===== config.mk =====
export PLATFORM = sky130hd
export DESIGN_NAME = lsb_queue
export DESIGN_NICKNAME = d
export VERILOG_FILES = /design/src/rtl/lsb_queue_pkg.sv /design/src/rtl/lsb_entry_snoop.sv /design/src/rtl/lsb_queue.sv
export SDC_FILE = /design/constraint.sdc
export NUM_CORES = 2
export LEC_CHECK = 0
export BUFFER_PORTS_ARGS = -buffer_cell sky130_fd_sc_hd__buf_2
export CAP_MARGIN = 25
export CORE_ASPECT_RATIO = 0.75
export CORE_UTILIZATION = 45
export DETAILED_ROUTE_END_ITERATION = 6
export HOLD_SLACK_MARGIN = 0.05
export PLACE_DENSITY = 0.74
export SLEW_MARGIN = 20
export SYNTH_ARGS = -nofsm -noshare
export SYNTH_HDL_FRONTEND = slang
export SYNTH_HIERARCHICAL = 1
export SYNTH_SLANG_ARGS = --single-unit

===== constraint.sdc =====
create_clock -name clk_in -period 6 [get_ports clk_in]
set_input_delay 0.9 -clock clk_in [delete_from_list [all_inputs] [get_ports clk_in]]
set_output_delay 0.9 -clock clk_in [all_outputs]
set_load 0.05 [all_outputs]

===== src/rtl/lsb_queue_pkg.sv =====
// Shared definitions for the load/store queue: opcodes, access-type encodings, FSM states
// and the dispatch-side opcode decoder.
package lsb_queue_pkg;

  localparam logic [4:0] OpLb  = 5'd0;
  localparam logic [4:0] OpLh  = 5'd1;
  localparam logic [4:0] OpLw  = 5'd2;
  localparam logic [4:0] OpLbu = 5'd3;
  localparam logic [4:0] OpLhu = 5'd4;
  localparam logic [4:0] OpSb  = 5'd5;
  localparam logic [4:0] OpSh  = 5'd6;
  localparam logic [4:0] OpSw  = 5'd7;

  // type[1:0]: 00 word, 01 half, 10 byte; type[2]: sign-extend
  localparam logic [2:0] TypeWord   = 3'b000;
  localparam logic [2:0] TypeHalf   = 3'b001;
  localparam logic [2:0] TypeByte   = 3'b010;
  localparam logic [2:0] TypeSigned = 3'b100;

  typedef enum logic [1:0] {StIdle, StBusy, StDrain} lsb_state_e;

  typedef struct packed {
    logic       is_ls;
    logic       is_load;
    logic [2:0] mem_type;
  } op_decode_t;

  function automatic op_decode_t decode_op(input logic [4:0] op);
    op_decode_t d;
    d = '{is_ls: 1'b1, is_load: 1'b1, mem_type: TypeWord};
    case (op)
      OpLb:    d.mem_type = TypeSigned | TypeByte;
      OpLh:    d.mem_type = TypeSigned | TypeHalf;
      OpLw:    d.mem_type = TypeWord;
      OpLbu:   d.mem_type = TypeByte;
      OpLhu:   d.mem_type = TypeHalf;
      OpSb:    begin d.is_load = 1'b0; d.mem_type = TypeByte; end
      OpSh:    begin d.is_load = 1'b0; d.mem_type = TypeHalf; end
      OpSw:    begin d.is_load = 1'b0; d.mem_type = TypeWord; end
      default: d = '0;
    endcase
    return d;
  endfunction

endpackage


===== src/rtl/lsb_entry_snoop.sv =====
// Per-entry CDB wakeup: replaces a waiting operand with the broadcast value and clears its tag.
module lsb_entry_snoop
  import lsb_queue_pkg::*;
#(
  parameter int unsigned TAG_W = 4,
  parameter int unsigned XLEN  = 32
) (
  input  logic             entry_valid,
  input  logic             cdb_active,
  input  logic [TAG_W-1:0] cdb_tag,
  input  logic [XLEN-1:0]  cdb_val,
  input  logic [TAG_W-1:0] qj,
  input  logic [TAG_W-1:0] qk,
  input  logic [XLEN-1:0]  vj,
  input  logic [XLEN-1:0]  vk,
  output logic [TAG_W-1:0] qj_upd,
  output logic [TAG_W-1:0] qk_upd,
  output logic [XLEN-1:0]  vj_upd,
  output logic [XLEN-1:0]  vk_upd
);

  localparam logic [TAG_W-1:0] TagNone = '1;

  logic hit_j, hit_k;

  // An operand already holding "no tag" must never match a broadcast.
  assign hit_j = entry_valid && cdb_active && (qj != TagNone) && (qj == cdb_tag);
  assign hit_k = entry_valid && cdb_active && (qk != TagNone) && (qk == cdb_tag);

  assign qj_upd = hit_j ? TagNone : qj;
  assign vj_upd = hit_j ? cdb_val : vj;
  assign qk_upd = hit_k ? TagNone : qk;
  assign vk_upd = hit_k ? cdb_val : vk;

endmodule


===== src/rtl/lsb_queue.sv =====
// In-order load/store queue: dispatch at tail, CDB snoop, head-only cache access, flush.
// Build option LSB_BYPASS_EN lets a dispatching op capture a same-cycle CDB broadcast.
module lsb_queue
  import lsb_queue_pkg::*;
#(
  parameter int unsigned DEPTH    = 8,
  parameter int unsigned TAG_W    = 4,
  parameter int unsigned TAG_BASE = 4,
  parameter int unsigned XLEN     = 32
) (
  input  logic                   clk_in,
  input  logic                   rst_in,
  input  logic                   rdy_in,
  input  logic                   inst_valid,
  input  logic [4:0]             op,
  input  logic [XLEN-1:0]        imm,
  input  logic [XLEN-1:0]        vj,
  input  logic [XLEN-1:0]        vk,
  input  logic [TAG_W-1:0]       qj,
  input  logic [TAG_W-1:0]       qk,
  output logic                   launch_fail,
  output logic [TAG_W-1:0]       choose_tag,
  input  logic                   cdb_active,
  input  logic [TAG_W-1:0]       cdb_tag,
  input  logic [XLEN-1:0]        cdb_val,
  input  logic                   commit_valid,
  input  logic                   flush,
  output logic                   activate_cache,
  output logic                   r_nw_out,
  output logic [2:0]             type_out,
  output logic [XLEN-1:0]        ls_addr,
  output logic [XLEN-1:0]        st_val,
  input  logic [XLEN-1:0]        ld_val,
  input  logic                   ls_done_in,
  output logic                   submit_valid,
  output logic [TAG_W-1:0]       submit_tag,
  output logic [XLEN-1:0]        submit_val,
  output logic [$clog2(DEPTH):0] count
);

  localparam int unsigned PW = $clog2(DEPTH);
  localparam int unsigned CW = PW + 1;
  localparam logic [TAG_W-1:0] TagNone = '1;
  localparam logic [TAG_W-1:0] TagBase = TAG_W'(TAG_BASE);

  logic [DEPTH-1:0] valid_q, committed_q, is_load_q;
  logic [2:0]       mem_type_q [DEPTH];
  logic [XLEN-1:0]  imm_q [DEPTH];
  logic [XLEN-1:0]  vj_q [DEPTH];
  logic [XLEN-1:0]  vk_q [DEPTH];
  logic [TAG_W-1:0] qj_q [DEPTH];
  logic [TAG_W-1:0] qk_q [DEPTH];
  logic [TAG_W-1:0] qj_upd [DEPTH];
  logic [TAG_W-1:0] qk_upd [DEPTH];
  logic [XLEN-1:0]  vj_upd [DEPTH];
  logic [XLEN-1:0]  vk_upd [DEPTH];

  logic [PW-1:0] head_q, tail_q;
  logic [CW-1:0] count_q;
  lsb_state_e    state_q, state_d;

  logic            req_r_nw_q;
  logic [2:0]      req_type_q;
  logic [XLEN-1:0] req_addr_q, req_st_val_q;

  logic             submit_valid_q, submit_valid_d;
  logic [TAG_W-1:0] submit_tag_q;
  logic [XLEN-1:0]  submit_val_q;

  for (genvar i = 0; i < DEPTH; i++) begin : g_snoop
    lsb_entry_snoop #(
      .TAG_W (TAG_W),
      .XLEN  (XLEN)
    ) u_snoop (
      .entry_valid (valid_q[i]),
      .cdb_active  (cdb_active),
      .cdb_tag     (cdb_tag),
      .cdb_val     (cdb_val),
      .qj          (qj_q[i]),
      .qk          (qk_q[i]),
      .vj          (vj_q[i]),
      .vk          (vk_q[i]),
      .qj_upd      (qj_upd[i]),
      .qk_upd      (qk_upd[i]),
      .vj_upd      (vj_upd[i]),
      .vk_upd      (vk_upd[i])
    );
  end

  op_decode_t dec;
  logic       full, push, head_ready, fire, done;
  logic [TAG_W-1:0] head_tag;

  assign dec         = decode_op(op);
  assign full        = (count_q == CW'(DEPTH));
  assign push        = rdy_in && !flush && inst_valid && dec.is_ls && !full;
  assign launch_fail = inst_valid && dec.is_ls && full;
  assign choose_tag  = push ? TagBase + TAG_W'(tail_q) : TagNone;
  assign head_tag    = TagBase + TAG_W'(head_q);

  assign head_ready = valid_q[head_q] && (qj_q[head_q] == TagNone) &&
                      (qk_q[head_q] == TagNone) && (is_load_q[head_q] || committed_q[head_q]);
  assign fire       = rdy_in && !flush && (state_q == StIdle) && head_ready;
  assign done       = rdy_in && ls_done_in && (state_q != StIdle);

  // Operands for the entry being written at tail.
  logic [TAG_W-1:0] new_qj, new_qk;
  logic [XLEN-1:0]  new_vj, new_vk;

  always_comb begin
    new_qj = qj;
    new_vj = vj;
    new_qk = dec.is_load ? TagNone : qk;
    new_vk = vk;
`ifdef LSB_BYPASS_EN
    if (cdb_active && (new_qj != TagNone) && (new_qj == cdb_tag)) begin
      new_qj = TagNone;
      new_vj = cdb_val;
    end
    if (cdb_active && (new_qk != TagNone) && (new_qk == cdb_tag)) begin
      new_qk = TagNone;
      new_vk = cdb_val;
    end
`endif
  end

  // Oldest valid uncommitted store, searched from head.
  logic          commit_hit;
  logic [PW-1:0] commit_idx, scan_idx;

  always_comb begin
    commit_hit = 1'b0;
    commit_idx = '0;
    scan_idx   = '0;
    for (int unsigned i = 0; i < DEPTH; i++) begin
      scan_idx = head_q + PW'(i);
      if (!commit_hit && valid_q[scan_idx] && !is_load_q[scan_idx] && !committed_q[scan_idx]) begin
        commit_hit = 1'b1;
        commit_idx = scan_idx;
      end
    end
  end

  // Flush keeps committed stores; an in-flight uncommitted head keeps its slot reserved.
  logic [CW-1:0] kept, flush_count;
  logic [PW-1:0] flush_head, flush_tail;
  logic          reserve;

  always_comb begin
    kept = '0;
    for (int unsigned i = 0; i < DEPTH; i++) begin
      kept = kept + CW'(valid_q[i] & committed_q[i]);
    end
    if (done && (state_q == StBusy) && committed_q[head_q]) begin
      kept = kept - CW'(1);
    end
    reserve     = (state_q != StIdle) && !done &&
                  !((state_q == StBusy) && committed_q[head_q]);
    flush_head  = head_q + PW'(done);
    flush_count = kept + CW'(reserve);
    flush_tail  = flush_head + flush_count[PW-1:0];
  end

  always_comb begin
    state_d = state_q;
    unique case (state_q)
      StIdle:  if (fire) state_d = StBusy;
      StBusy: begin
        if (done) begin
          state_d = StIdle;
        end else if (flush && !committed_q[head_q]) begin
          state_d = StDrain;
        end
      end
      StDrain: if (done) state_d = StIdle;
      default: state_d = StIdle;
    endcase
  end

  assign submit_valid_d = done && (state_q == StBusy) && is_load_q[head_q] && !flush;

  always_ff @(posedge clk_in) begin
    if (rst_in) begin
      valid_q     <= '0;
      committed_q <= '0;
      is_load_q   <= '0;
      for (int unsigned i = 0; i < DEPTH; i++) begin
        mem_type_q[i] <= '0;
        imm_q[i]      <= '0;
        vj_q[i]       <= '0;
        vk_q[i]       <= '0;
        qj_q[i]       <= TagNone;
        qk_q[i]       <= TagNone;
      end
      head_q         <= '0;
      tail_q         <= '0;
      count_q        <= '0;
      state_q        <= StIdle;
      req_r_nw_q     <= 1'b0;
      req_type_q     <= '0;
      req_addr_q     <= '0;
      req_st_val_q   <= '0;
      submit_valid_q <= 1'b0;
      submit_tag_q   <= TagNone;
      submit_val_q   <= '0;
    end else if (rdy_in) begin
      state_q        <= state_d;
      submit_valid_q <= submit_valid_d;
      submit_tag_q   <= submit_valid_d ? head_tag : TagNone;
      submit_val_q   <= submit_valid_d ? ld_val : '0;
      if (fire) begin
        req_r_nw_q   <= is_load_q[head_q];
        req_type_q   <= mem_type_q[head_q];
        req_addr_q   <= vj_q[head_q] + imm_q[head_q];
        req_st_val_q <= vk_q[head_q];
      end
      if (flush) begin
        valid_q <= valid_q & committed_q;
        if (done) begin
          valid_q[head_q]     <= 1'b0;
          committed_q[head_q] <= 1'b0;
        end
        head_q  <= flush_head;
        tail_q  <= flush_tail;
        count_q <= flush_count;
      end else begin
        for (int unsigned i = 0; i < DEPTH; i++) begin
          qj_q[i] <= qj_upd[i];
          qk_q[i] <= qk_upd[i];
          vj_q[i] <= vj_upd[i];
          vk_q[i] <= vk_upd[i];
        end
        if (commit_hit && commit_valid) committed_q[commit_idx] <= 1'b1;
        if (done) begin
          valid_q[head_q]     <= 1'b0;
          committed_q[head_q] <= 1'b0;
        end
        if (push) begin
          valid_q[tail_q]     <= 1'b1;
          committed_q[tail_q] <= 1'b0;
          is_load_q[tail_q]   <= dec.is_load;
          mem_type_q[tail_q]  <= dec.mem_type;
          imm_q[tail_q]       <= imm;
          qj_q[tail_q]        <= new_qj;
          qk_q[tail_q]        <= new_qk;
          vj_q[tail_q]        <= new_vj;
          vk_q[tail_q]        <= new_vk;
        end
        head_q  <= head_q + PW'(done);
        tail_q  <= tail_q + PW'(push);
        count_q <= count_q + CW'(push) - CW'(done);
      end
    end
  end

  // Request fields come straight from the head in the request cycle, then from the latch.
  always_comb begin
    r_nw_out = 1'b0;
    type_out = '0;
    ls_addr  = '0;
    st_val   = '0;
    if (fire) begin
      r_nw_out = is_load_q[head_q];
      type_out = mem_type_q[head_q];
      ls_addr  = vj_q[head_q] + imm_q[head_q];
      st_val   = vk_q[head_q];
    end else if (state_q != StIdle) begin
      r_nw_out = req_r_nw_q;
      type_out = req_type_q;
      ls_addr  = req_addr_q;
      st_val   = req_st_val_q;
    end
  end

  assign activate_cache = fire;
  assign submit_valid   = submit_valid_q && rdy_in;
  assign submit_tag     = submit_tag_q;
  assign submit_val     = submit_val_q;
  assign count          = count_q;

endmodule


[Word-level counts from Yosys, hierarchy flattened]
Memories as Yosys holds them, arrays and structs flattened. A register that Yosys moved wholly into a read port is not among the register bits.
Index checks and enable logic that the tools add are counted.
Word-level totals
  register bits: 141
  bits in writable memories: 856
  output and inout bits: 115
  word-level logic and storage cells: 523
  memories: 6
Memory list
  imm_q: depth 8, bits a word 32, read ports 1, clocked after memory_dff 1, write ports 8, RTL line lsb_queue.sv:48  | logic [XLEN-1:0] imm_q [DEPTH];
  vj_q: depth 8, bits a word 32, read ports 1, clocked after memory_dff 1, write ports 9, RTL line lsb_queue.sv:49  | logic [XLEN-1:0] vj_q [DEPTH];
  vk_q: depth 8, bits a word 32, read ports 1, clocked after memory_dff 1, write ports 9, RTL line lsb_queue.sv:50  | logic [XLEN-1:0] vk_q [DEPTH];
  qj_q: depth 8, bits a word 4, read ports 9, clocked after memory_dff 1, write ports 9, RTL line lsb_queue.sv:51  | logic [TAG_W-1:0] qj_q [DEPTH];
  qk_q: depth 8, bits a word 4, read ports 9, clocked after memory_dff 1, write ports 9, RTL line lsb_queue.sv:52  | logic [TAG_W-1:0] qk_q [DEPTH];
  mem_type_q: depth 8, bits a word 3, read ports 1, clocked after memory_dff 1, write ports 8, RTL line lsb_queue.sv:47  | logic [2:0] mem_type_q [DEPTH];
Operators by class
  add/subtract/negate cells: 24
  $lt $le $gt $ge: 13
  eq/ne operators: 64
  mux-type cells: 205
  bitwise logic cells: 51
  reductions and logical operators: 146
Operators with widths (number)
  $mux W32: 38
  $mux W4: 37
  $mux W8: 18
  $logic_and A1 B1 Y1: 89
  $mux W3: 26
  $bmux W1 S3: 24
  $eq A4 B4 Y1: 16
  $ne A4 B4 Y1 const B: 16
  $mux W1: 52
  $and A8 B8 Y8: 6
  $lt A3 B4 Y1 const B: 10
  $reduce_and A2 Y1: 18
  $add A32 B32 Y32: 1
  $or A1 B1 Y1: 32
  $reduce_or A32 Y1: 1
  $logic_not A1 Y1: 27
  $add A4 B1 Y4: 6
  $eq A5 B3 Y1 const B: 4
  $ne A1 B1 Y1 const B: 16
  $not A8 Y8: 2
  $or A8 B8 Y8: 2
  $add A3 B3 Y3 const B: 4
  $eq A4 B4 Y1 const B: 3
  $pmux W3 S4: 1
  other kinds (34): 54

[Longest topological paths before layout]
  depth in word-level cells: 58
  depth in mapped cells: 19

[Cells and area by module]
The synthesis kept the hierarchy.
Modules (own cells, without submodules)
  lsb_queue: instances 1, cells an instance 3880, area each 49581.3 sq um, sequential area each 28587.4 sq um
  lsb_entry_snoop: instances 8, cells an instance 96, area each 983.4 sq um, sequential area each 0.0 sq um

[Least setup slack after synthesis]
No wires, ideal clock.
  kind: flip-flop to output port
  start: register (tool-made name)
  end: output ls_addr[24]
  arrival: 5561 ps
  setup slack: -461 ps
  cell stages (with the launch flop): 18
  buffers on the path: 3
  cell sequence: dfxtp_1 -> clkbuf_1 -> buf_1 -> buf_1 -> mux4_2 -> mux2_2 -> ha_1 -> inv_1 -> fa_1 -> nor2b_1 -> o31a_1 -> o21bai_1 -> a31oi_1 -> a21oi_1 -> o221ai_1 -> a31oi_1 -> xor2_1 -> o21ai_0
RTL lines
  to (decl): RTL line lsb_queue.sv:31  | output logic [XLEN-1:0] ls_addr,

==> impl.org <==
** Worst setup path
- In this run the critical register-to-register path is captured at tail_q[2].
- Largest fanout of any net on the critical path :: 13
- Worst reg-to-reg path cell count :: 19
- Endpoint required time on the critical path :: a little over 5000 ps
- The worst setup path is launched from a register.
- Crit path DAT :: 4980 ps
- Slack of the worst reg-to-reg path :: a little over 1000 ps
- Type of the setup path with the least slack :: reg -> out
- The worst setup path is captured at an output pin.
- Worst R2R Start :: valid_q[0]

** Floorplanning
- Measured along the y axis, the die boundary spans 311 µm.
- Horizontal die dimension :: 415 µm
- The total area inside the core boundary comes to approximately 0.13 mm².
- Starting density of the core :: 45.3%
- In this run the core area contains 113 standard-cell rows.
- The floorplan step defined a die boundary enclosing 0.129 mm².
- 300 I/O pins were placed.

** Outcome
- The flow ran to the end, and the final reports show no timing, DRC or antenna violations.

** Synthesis
- By area the synthesized netlist is led by edfxtp_1 (45%), mux2_2 (11%), mux4_2 (8.4%).
- Flip-flop and latch count after synthesis :: around 1.0k
- In the synthesized netlist, mux cells make up between 20 and 25% of the area.
- The largest total area in the synthesized netlist belongs to edfxtp_1.
- The Yosys step of the flow raised 6 warnings.
- Counting flops with an async set or reset pin after synthesis yields a share of 0%.
- Counting flops with a built-in enable in the synthesized netlist gives roughly 860.
- Number of instances in the synthesized netlist :: roughly 4.6k
- Synth Net Count :: a little under 5k
- After synthesis, the most frequently instantiated cells are edfxtp_1 (856), mux2_2 (545), nand2_1 (493).
- The synthesized netlist devotes about 13% of its cell area to compound gates.
- Mapped cell area :: 0.0574 mm²
- Count leader, synth :: edfxtp_1
- In this run the mean area of a mapped cell was 12.4 µm².
- After synthesis, flip-flops and latches occupy about 50% of the total area.
- Synth top area share :: between 40 and 50%
- The synthesized netlist devotes about a tenth of its cell area to simple gates.
- Parity-gate share of the synthesized area counting xor and xnor cells :: under 10%
- Post-synthesis adder-cell area fraction :: roughly 1.4%
- Combinational family with the most area after synthesis :: multiplexers
- Dominant synthesized flop cell :: edfxtp_1
- Number of library cell types mapped by synthesis :: 72

** STA
- Crit share post-route :: approximately 98%
- Final hold analysis gives a worst-case slack of a little over 400 ps.
- Time the final worst path needs with I/O delays and setup :: around 6000 ps
- Timing would allow up to ~0.17 GHz.
- Slew Limit Headroom :: around 26%
- The count of endpoints failing hold in the final timing report is 0.
- Least-Margin Pin Slew :: approximately 1100 ps
- Max-slew violations :: 0
- Final setup violating endpoints :: 0
- For the final database, setup skew stands at approximately 72 ps.
- Setup repair after global routing could not meet its margin everywhere.

** Route
- After detailed routing, the number of vias per cell comes to ~6.5.
- Number of detailed-route iterations in the first pass :: 6
- For this block, the initial DRC count from the detailed router was approximately 6.4k.
- For this block, the routed nets add up to approximately 190 mm of wire.
- Once detail routing completed, the nets flagged for antenna violations numbered 0.
- Post-DR wirelength/cell :: about 29 µm
- In the routed design, unresolved DRC markers number 0.
- Count of vias placed by the detailed router :: 42.5k

** Power
- Final Total Pwr :: about 16 mW
- Worst-case vdd ir drop :: between 0.2 and 0.25 mV
- Areal power density over the cells :: ~250 mW/mm²
- LEAKAGE :: about 24 nW

** GRT
- Largest net degree at the start of global routing :: between 100 and 150
- The first global-routing pass estimated 275 mm of wire.
- GRT Total Usage :: between 20 and 30%
- Vias in the first global route :: between 40k and 50k
- Initial antenna violation count :: between 40 and 50
- The total overflow left after global routing is 0.

** Placed design
- After legalization and detailed placement, the total HPWL measured between 100 and 150 mm.
- Buffers on Ports :: about 300
- At the end of routability-driven placement, the weighted congestion stood at around 0.93.

** Clock network
- Clk buf depth :: 3
- Clock-pin slew on the worst setup and hold paths :: about 70 ps
- At the later pin of the worst-skew pair, clock insertion delay measures between 700 and 800 ps.
- The H-tree was split into 3 levels.
- Count of clock tree sinks :: roughly 1.0k
- Number of hold buffers added after CTS :: 0
- The root buffer cell chosen for the clock tree is clkbuf_16.
- TritonCTS built the clock tree.
- In this run, CTS created clock tree buffers numbering roughly 100.

** Min path
- The worst hold path passes through 3 cells.
- The worst hold path begins at ld_val[22].
- In this run the worst hold path is classified as in -> reg.
- Worst min-delay path endpoint :: submit_val[22]

** Layout
- Number of nets at the end of the flow :: 5008
- Layout area overhead :: 11.4%
- Fraction of layout instances using a drive strength above 1 :: 30.5%

** Run
- The tool flagged a number of max-cap violations equal to 0.
==> flip-flops by register name, indices dropped and copies added (netlist names), 3 cells and up, named ones only <==
register / flops
req_type_q: 3
imm_q: 256
qk_q: 32
qj_q: 32
committed_q: 8
count: 4
mem_type_q: 24
req_st_val_q: 32
vj_q: 256
submit_tag: 4
is_load_q: 8
valid_q: 8
req_addr_q: 32
submit_val: 32
head_q: 3
vk_q: 256
tail_q: 3
==> report_power, final <==
| part | internal [mW] | switching (mW) |
|---|---|---|
| logic | 0.503 | 0.840 |
| registers | 7.86 | 0.152 |
| clock network | 3.63 | 2.99 |
| total | 12.0 | 3.98 |
==> cells by family (layout without fill, tap and decap cells) <==
logic type	count (synthesis)	after routing
AND/OR/NAND/NOR	1207	1207
XOR/XNOR	87	87
multiplexers	851	851
adder cells (fa/ha/maj)	61	61
AO/OA/AOI/OAI	966	966
flip-flops	1000	1000
buffers and inverters	476	680
other	0	17
==> area by class of cell <==
class | instances | area [µm²]
fillers | 10785 | 62700
flip-flops and latches | 1000 | 28600
multi-input cells | 3172 | 26800
repair buffers | 425 | 2850
clock buffers | 126 | 2710
well taps | 1667 | 2090
clock inverters | 70 | 708
inverters | 59 | 224
diodes | 17 | 42.5
==> layer usage <==
metal | global-route usage, % | wire, µm | up-vias
met2 | 44.2 | 86500 | 2887
met1 | 38.5 | 72000 | 21196
met3 | 6.18 | 21400 | 424
met5 | 0 | 70 | -
met4 | 10.2 | 7000 | 10
li1 | - | - | 17978
==> worst max-delay path, cell delays in order (launching register included) <==
cell and delay (ps):
dfxtp_4 440, buf_12 210, bufbuf_16 340, mux4_2 500, mux2_2 300, ha_1 420, nand4_1 160, nor2_1 220
nand2_1 110, o311ai_2 350, a21oi_2 140, o21ai_0 260, a31oi_1 140, xor2_1 160, o21ai_1 150, buf_2 290
==> timing repair <==
item                       in CTS  in global routing
buffers inserted                8                  0
pin swaps                       1                  0
cloned                          1                  0
setup endpoints to repair       7                  9
resized for setup               8                 25
==> how the worst max path moves through the flow <==
stage	start	end	depth (start not counted)	slack (ps)
2_1_floorplan	register	ls_addr[24]	17	-90
3_3_place_gp	register	ls_addr[24]	16	490
3_5_place_dp	register	ls_addr[24]	16	450
4_1_cts	register	ls_addr[31]	15	0.6
5_1_grt	register	ls_addr[31]	16	-40
6_report	register	ls_addr[23]	15	120
==> cell usage in the layout, fill, tap and decap left out, types with 12 or more instances in the layout <==
| cell | instances |
|---|---|
| or2_2 | 49 |
| o22a_1 | 25 |
| mux4_2 | 214 |
| or3_1 | 15 |
| mux2i_1 | 60 |
| o21bai_1 | 19 |
| nand4_1 | 26 |
| a22o_1 | 384 |
| clkinv_2 | 25 |
| a22oi_1 | 36 |
| a211oi_1 | 15 |
| dfxtp_1 | 141 |
| a21oi_1 | 275 |
| buf_4 | 98 |
| and3_1 | 104 |
| nor3_1 | 21 |
| ha_1 | 49 |
| o211ai_1 | 20 |
| mux2_1 | 32 |
| buf_12 | 19 |
| mux2_2 | 545 |
| a21o_1 | 45 |
| nor2_1 | 217 |
| clkbuf_1 | 20 |
| buf_2 | 296 |
| edfxtp_1 | 856 |
| a211oi_4 | 16 |
| clkinv_1 | 22 |
| o2111ai_1 | 16 |
| inv_1 | 54 |
| nand3_1 | 42 |
| nand2_1 | 476 |
| clkbuf_16 | 104 |
| xor2_1 | 12 |
| diode_2 | 17 |
| xnor2_1 | 74 |
| o21ai_0 | 37 |
| and2_1 | 172 |
==> through the flow <==
step           cells  worst slack [ps]  utilization, %  TNS (ps)  cell area (µm²)
6_report        6536               122            50.5         0            64000
5_1_grt         6530             -37.2            50.5     -49.4            64000
4_1_cts         6515             0.612            50.3         0            63700
2_1_floorplan   4648             -85.7               -     -85.7            57400
3_5_place_dp    6310               451            47.5         0            60100
3_3_place_gp    6310               494            47.5         0            60100
No activity file was read; power rests on OpenSTA's default activity.
